--- config.mk ---
export PLATFORM = sky130hd
export DESIGN_NAME = systolic_array_input_skewer_flat
export DESIGN_NICKNAME = d
export VERILOG_FILES = /design/src/rtl/systolic_array_input_skewer_pkg.sv /design/src/rtl/systolic_array_input_skewer_if.sv /design/src/rtl/systolic_array_input_skewer_delay_line.sv /design/src/rtl/systolic_array_input_skewer.sv /design/src/flat_wrapper.sv
export SDC_FILE = /design/constraint.sdc
export NUM_CORES = 1
export LEC_CHECK = 0
export ABC_CLOCK_PERIOD_IN_PS = 11880
export CAP_MARGIN = 25
export CORE_ASPECT_RATIO = 0.6
export CORE_MARGIN = 8
export CORE_UTILIZATION = 48
export CTS_CLUSTER_DIAMETER = 120
export DETAILED_ROUTE_END_ITERATION = 7
export PLACE_DENSITY = 0.79
export SLEW_MARGIN = 20
export SYNTH_ARGS = -nofsm -noshare
export SYNTH_HDL_FRONTEND = slang
export SYNTH_SLANG_ARGS = --single-unit
--- constraint.sdc ---
create_clock -name clk -period 11.88 [get_ports clk]
set_input_delay 1.188 -clock clk [delete_from_list [all_inputs] [get_ports clk]]
set_output_delay 1.188 -clock clk [all_outputs]
set_load 0.05 [all_outputs]
--- src/rtl/systolic_array_input_skewer_pkg.sv ---
// rtl/systolic_array_input_skewer_pkg.sv - shared FSM states and sizing helpers for the input skewer
package systolic_array_pkg;

    typedef enum logic [1:0] {
        IDLE   = 2'd0,
        STREAM = 2'd1,
        FLUSH  = 2'd2
    } state_t;

    // Width of the flush counter; never narrower than one bit.
    function automatic int cnt_width(input int n);
        return (n <= 2) ? 1 : $clog2(n);
    endfunction

endpackage

--- src/rtl/systolic_array_input_skewer_if.sv ---
// rtl/systolic_array_input_skewer_if.sv - vector input handshake and per-row array feed bundle
interface systolic_array_input_skewer_if #(
    parameter int data_width = 32,
    parameter int num_rows   = 4
);
    logic                           in_val;
    logic                           in_rdy;
    logic                           in_last;
    logic [num_rows*data_width-1:0] in_data;
    logic [num_rows*data_width-1:0] out_x;
    logic [num_rows-1:0]            out_val;
    logic                           busy;
    logic                           done;

    modport master (
        output in_val, in_last, in_data,
        input  in_rdy, out_x, out_val, busy, done
    );

    modport slave (
        input  in_val, in_last, in_data,
        output in_rdy, out_x, out_val, busy, done
    );
endinterface

--- src/rtl/systolic_array_input_skewer_delay_line.sv ---
// rtl/systolic_array_input_skewer_delay_line.sv - fixed-depth {valid, data} shift register
module systolic_array_DelayLine #(
    parameter int data_width = 32,
    parameter int depth      = 1
) (
    input  logic                  clk,
    input  logic                  reset,
    input  logic                  i_valid,
    input  logic [data_width-1:0] i_data,
    output logic                  o_valid,
    output logic [data_width-1:0] o_data
);
    logic [depth-1:0]      r_valid;
    logic [data_width-1:0] r_data [depth];

    // Shift every cycle, no stall; reset empties the whole chain at once.
    always_ff @(posedge clk or posedge reset) begin
        if (reset) begin
            r_valid <= '0;
            for (int k = 0; k < depth; k++) r_data[k] <= '0;
        end else begin
            r_valid[0] <= i_valid;
            r_data[0]  <= i_data;
            for (int k = 1; k < depth; k++) begin
                r_valid[k] <= r_valid[k-1];
                r_data[k]  <= r_data[k-1];
            end
        end
    end

    assign o_valid = r_valid[depth-1];
    assign o_data  = r_data[depth-1];
endmodule

--- src/rtl/systolic_array_input_skewer.sv ---
// rtl/systolic_array_input_skewer.sv - diagonal skew feeder for a systolic array row edge
module systolic_array_input_skewer
    import systolic_array_pkg::*;
#(
    parameter int data_width = 32,
    parameter int num_rows   = 4
) (
    input  logic clk,
    input  logic reset,
    systolic_array_input_skewer_if.slave s
);
    localparam int CW = cnt_width(num_rows);

    state_t        r_state;
    logic [CW-1:0] r_cnt;
    logic          r_done;
    logic          w_accept;

    assign s.in_rdy = (r_state != FLUSH);
    assign w_accept = s.in_val && s.in_rdy;
    assign s.busy   = (r_state != IDLE);
    assign s.done   = r_done;

    // Stream/flush sequencing; done is registered so it lines up with the last row's final element.
    always_ff @(posedge clk or posedge reset) begin
        if (reset) begin
            r_state <= IDLE;
            r_cnt   <= '0;
            r_done  <= 1'b0;
        end else begin
            r_done <= 1'b0;
            case (r_state)
                FLUSH: begin
                    if (r_cnt == '0) begin
                        r_state <= IDLE;
                    end else begin
                        r_cnt <= r_cnt - 1'b1;
                        if (r_cnt == CW'(1)) r_done <= 1'b1;
                    end
                end
                default: begin
                    if (w_accept) begin
                        if (s.in_last) begin
                            r_state <= FLUSH;
                            r_cnt   <= CW'(num_rows - 1);
                        end else begin
                            r_state <= STREAM;
                        end
                    end
                end
            endcase
        end
    end

    // Row i gets a delay of i+1; non-accepted cycles load a zero bubble.
    for (genvar i = 0; i < num_rows; i++) begin : g_row
        logic [data_width-1:0] w_elem;
        assign w_elem = w_accept ? s.in_data[i*data_width +: data_width] : '0;

        systolic_array_DelayLine #(
            .data_width (data_width),
            .depth      (i + 1)
        ) u_line (
            .clk     (clk),
            .reset   (reset),
            .i_valid (w_accept),
            .i_data  (w_elem),
            .o_valid (s.out_val[i]),
            .o_data  (s.out_x[i*data_width +: data_width])
        );
    end
endmodule
--- src/flat_wrapper.sv ---
// flat-port wrapper written by rule: the top's interface ports become plain ports
module systolic_array_input_skewer_flat import systolic_array_pkg::*;
#(
    parameter int data_width = 32,
    parameter int num_rows   = 4
)
  (clk, reset, s_in_val, s_in_last, s_in_data, s_in_rdy, s_out_x, s_out_val, s_busy, s_done);
  systolic_array_input_skewer_if #(.data_width(data_width), .num_rows(num_rows)) s_i ();
  input  logic clk;
  input  logic reset;
  input wire logic [$bits(s_i.in_val)-1:0] s_in_val;
  input wire logic [$bits(s_i.in_last)-1:0] s_in_last;
  input wire logic [$bits(s_i.in_data)-1:0] s_in_data;
  output wire logic [$bits(s_i.in_rdy)-1:0] s_in_rdy;
  output wire logic [$bits(s_i.out_x)-1:0] s_out_x;
  output wire logic [$bits(s_i.out_val)-1:0] s_out_val;
  output wire logic [$bits(s_i.busy)-1:0] s_busy;
  output wire logic [$bits(s_i.done)-1:0] s_done;
  assign s_i.in_val = s_in_val;
  assign s_i.in_last = s_in_last;
  assign s_i.in_data = s_in_data;
  assign s_in_rdy = s_i.in_rdy;
  assign s_out_x = s_i.out_x;
  assign s_out_val = s_i.out_val;
  assign s_busy = s_i.busy;
  assign s_done = s_i.done;
  systolic_array_input_skewer #(.data_width(data_width), .num_rows(num_rows)) u_core (.clk(clk), .reset(reset), .s(s_i));
endmodule
==> impl_results.md <==
* H-tree depth at 1
* First-pass GRT wire length at 31800 µm
* Hold path depth at 0
* Status: complete, no violations
* Seq cells post-synth at 329
* Placed cell area at 12200 µm²
* Die height at about 130 µm
* Largest net degree at the start of global routing at 183
* Register area at 8230 µm²
* 1st-iter DRT viols at around 180
* Detail Placement HPWL at 13100 µm
* Clk Latency, worst-skew pair at roughly 0.54 ns
* Clock Path Buffers at 3
* CTS tree: yes
* Post-route DRC at 0
* Synth Cell Area at just over 10000 µm²
* Initial antenna violation count at 2
* Multi-input logic area at 943 µm²
* Clk slew on worst S/H paths at 0.07 ns
* Syn_area_per_cell at 16.6 µm²
* Slew Limit Fails at 0
* Worst hold endpoint: u_core.g_row[1].u_line.o_data[19]
* Async S/R FF share, synth at 1.00
* FF-to-FF Start: u_core.r_state[1]
* Hold Crit Class: register to register
* ANT cells at 0
* Final core occ at 0.635
* Vias in the first global route at 5434
* Worst hold margin at 0.339 ns
* RSZ-0062 raised after global routing: no
* Post-Syn Instances at 606
* GP Congestion at 0.711
* Layout area overhead at 31.1%
* Setup TNS at 0 ns
* Peak VDD IR at between 0.1 and 0.15 mV
* Gr usage total at 0.157
* Post-CTS sizing at 0
* Starting Density at 0.485
* Vias at 4884
* CTS Sinks at about 330
* Core area at around 21000 µm²
* Worst EP required at roughly 11 ns
* Worst Path Max Fanout at 5
* Total CTS buffers at 28
* Clock Tree Root: clkbuf_16
* Primary FF master, synth: dfrtp_1
* Clk_skew at 0.0152 ns
* Leakage at 6.55 nW
* Rows at ~40
* Hold path startpoint: u_core.g_row[1].u_line.r_data[51]
* IO Port Bufs at 266
* Final Hold Viols at 0
* Layout cells sized above 1 at 0.0752
* Final WL at 20800 µm
* Reg2Reg Setup Slack at 10.19 ns
* Final net count at 911
* Non-filler cells, final at 1077
* Seq/Total Area, Yosys at 0.818
* Grt ovf at 0
* Yosys cell types at 25
* Yosys warning total at 0
* I/O pin cnt at 267
* # Post-CTS Setup Buffers at 0
* Hold Buf Count CTS at 0
* Max-Slew Margin vs Limit at 0.402
* Max_cap viols at 0
* Max Clk Rate at 313 MHz
* Worst-case reg-to-reg path depth at 5
* Worst setup EP type: output port
* Final std cell area, no fill at 13200 µm²
* Min Tclk post-route at 3.19 ns
* Tcrit/Tclk final at 0.269
* Routed Antenna Nets at 0
* Pre-antenna DRT Iters at 4
* Placed cells at 1025
* Startpoint Class: register
* Post-synth EDFFs at 0
* Routed vias/inst at 4.53
* Crit path DAT at 2.01 ns
* Die width at 203 µm
* Worst-Margin Slew at 0.896 ns
* RR Endpoint: u_core.r_state[0]
* Fillers at 1475
* Die ar. at 26000 µm²
* Setup-failing EPs final at 0
* Syn_nets at 740
* WS Path Type: register to output port
* Pwr Density at approximately 200 nW/µm²
* Per-cell routed wire length at 19.3 µm
[cells in the mapped netlist, types with 2 or more instances]
master    instances  share of area
clkbuf_2          6         0.0030
buf_4           101          0.075
and3_2            8         0.0060
a21oi_1           2        0.00099
clkbuf_1         19         0.0071
ha_1              2         0.0025
and3_1          120          0.075
dfrtp_1         329           0.82
inv_1             3         0.0011
[final cells by class]
class | count | share of cell area
sequential | 329 | 0.624
clock inverter | 7 | 0.00758
inverter | 4 | 0.00180
tap | 279 | 0.0264
clock buffer | 44 | 0.0629
multi-input combinational | 145 | 0.0715
timing repair buffer | 269 | 0.206
[cell families after synthesis]
logic type	synth area share
compound gates	0.00497
fa+ha+maj	0.00249
buf+inv	0.0885
flops	0.818
simple gates	0.0863
[sequential cells by signal (all words and copies together) (netlist names)]
signal	flops
u_core.g_row.u_line.r_data	192
u_core.r_state	2
u_core.s.done	1
u_core.g_row.u_line.r_valid	4
u_core.r_cnt	2
u_core.g_row.u_line.o_data	128
[placed cells by master, fill, tap and decap left out, types with 2 or more instances in the layout]
master           count
clkinv_2             4
bufinv_16            2
and3_2               8
clkdlybuf4s50_1    265
clkbuf_1             9
dfrtp_1            329
a21oi_1              2
inv_1                2
buf_6                2
clkbuf_16           28
clkbuf_8             7
ha_1                 2
and3_1             120
[report_power, final]
group	switching, W	internal, W	leakage [nW]
clock network	0.000383	0.000524	0.457
registers	0.0000385	0.00124	4.31
logic	0.000289	0.000154	1.79
total	0.000711	0.00192	6.55
[worst max path at each step]
stage | start | endpoint | slack [ns] | cells past startpoint
2_1_floorplan | reset | u_core.g_row[0].u_line.o_data[0] | 1.58 | 1
6_report | u_core.r_state[0] | s_busy | 8.69 | 2
4_1_cts | u_core.r_state[0] | s_busy | 8.64 | 2
5_1_grt | u_core.r_state[0] | s_in_rdy | 8.61 | 3
3_3_place_gp | reset | u_core.g_row[2].u_line.o_data[2] | 8.54 | 3
3_5_place_dp | reset | u_core.g_row[2].u_line.r_data[34] | 8.52 | 3
[routing by layer]
layer | part of all wire | wire [µm] | track usage
met5 | 0.0013 | 27 | 0
met4 | 0.017 | 353 | 0.0302
met3 | 0.12 | 2430 | 0.0795
met2 | 0.47 | 9700 | 0.251
met1 | 0.40 | 8250 | 0.192
[worst max-delay path: stages, from the launching register on]
cell	delay (ns)
dfrtp_1	0.44
or2_2	0.31
clkdlybuf4s50_1	0.72
[per-stage QoR]
stage / worst slack (ns) / power [W]
final: 8.69 / 0.00263
after global routing: 8.61 / 0.00273
after CTS: 8.64 / 0.00266
after detailed placement: 8.52 / 0.00174
after global placement: 8.54 / 0.00173
after floorplan: 1.58 / 0.00161
No activity file was read; power rests on OpenSTA's default activity.
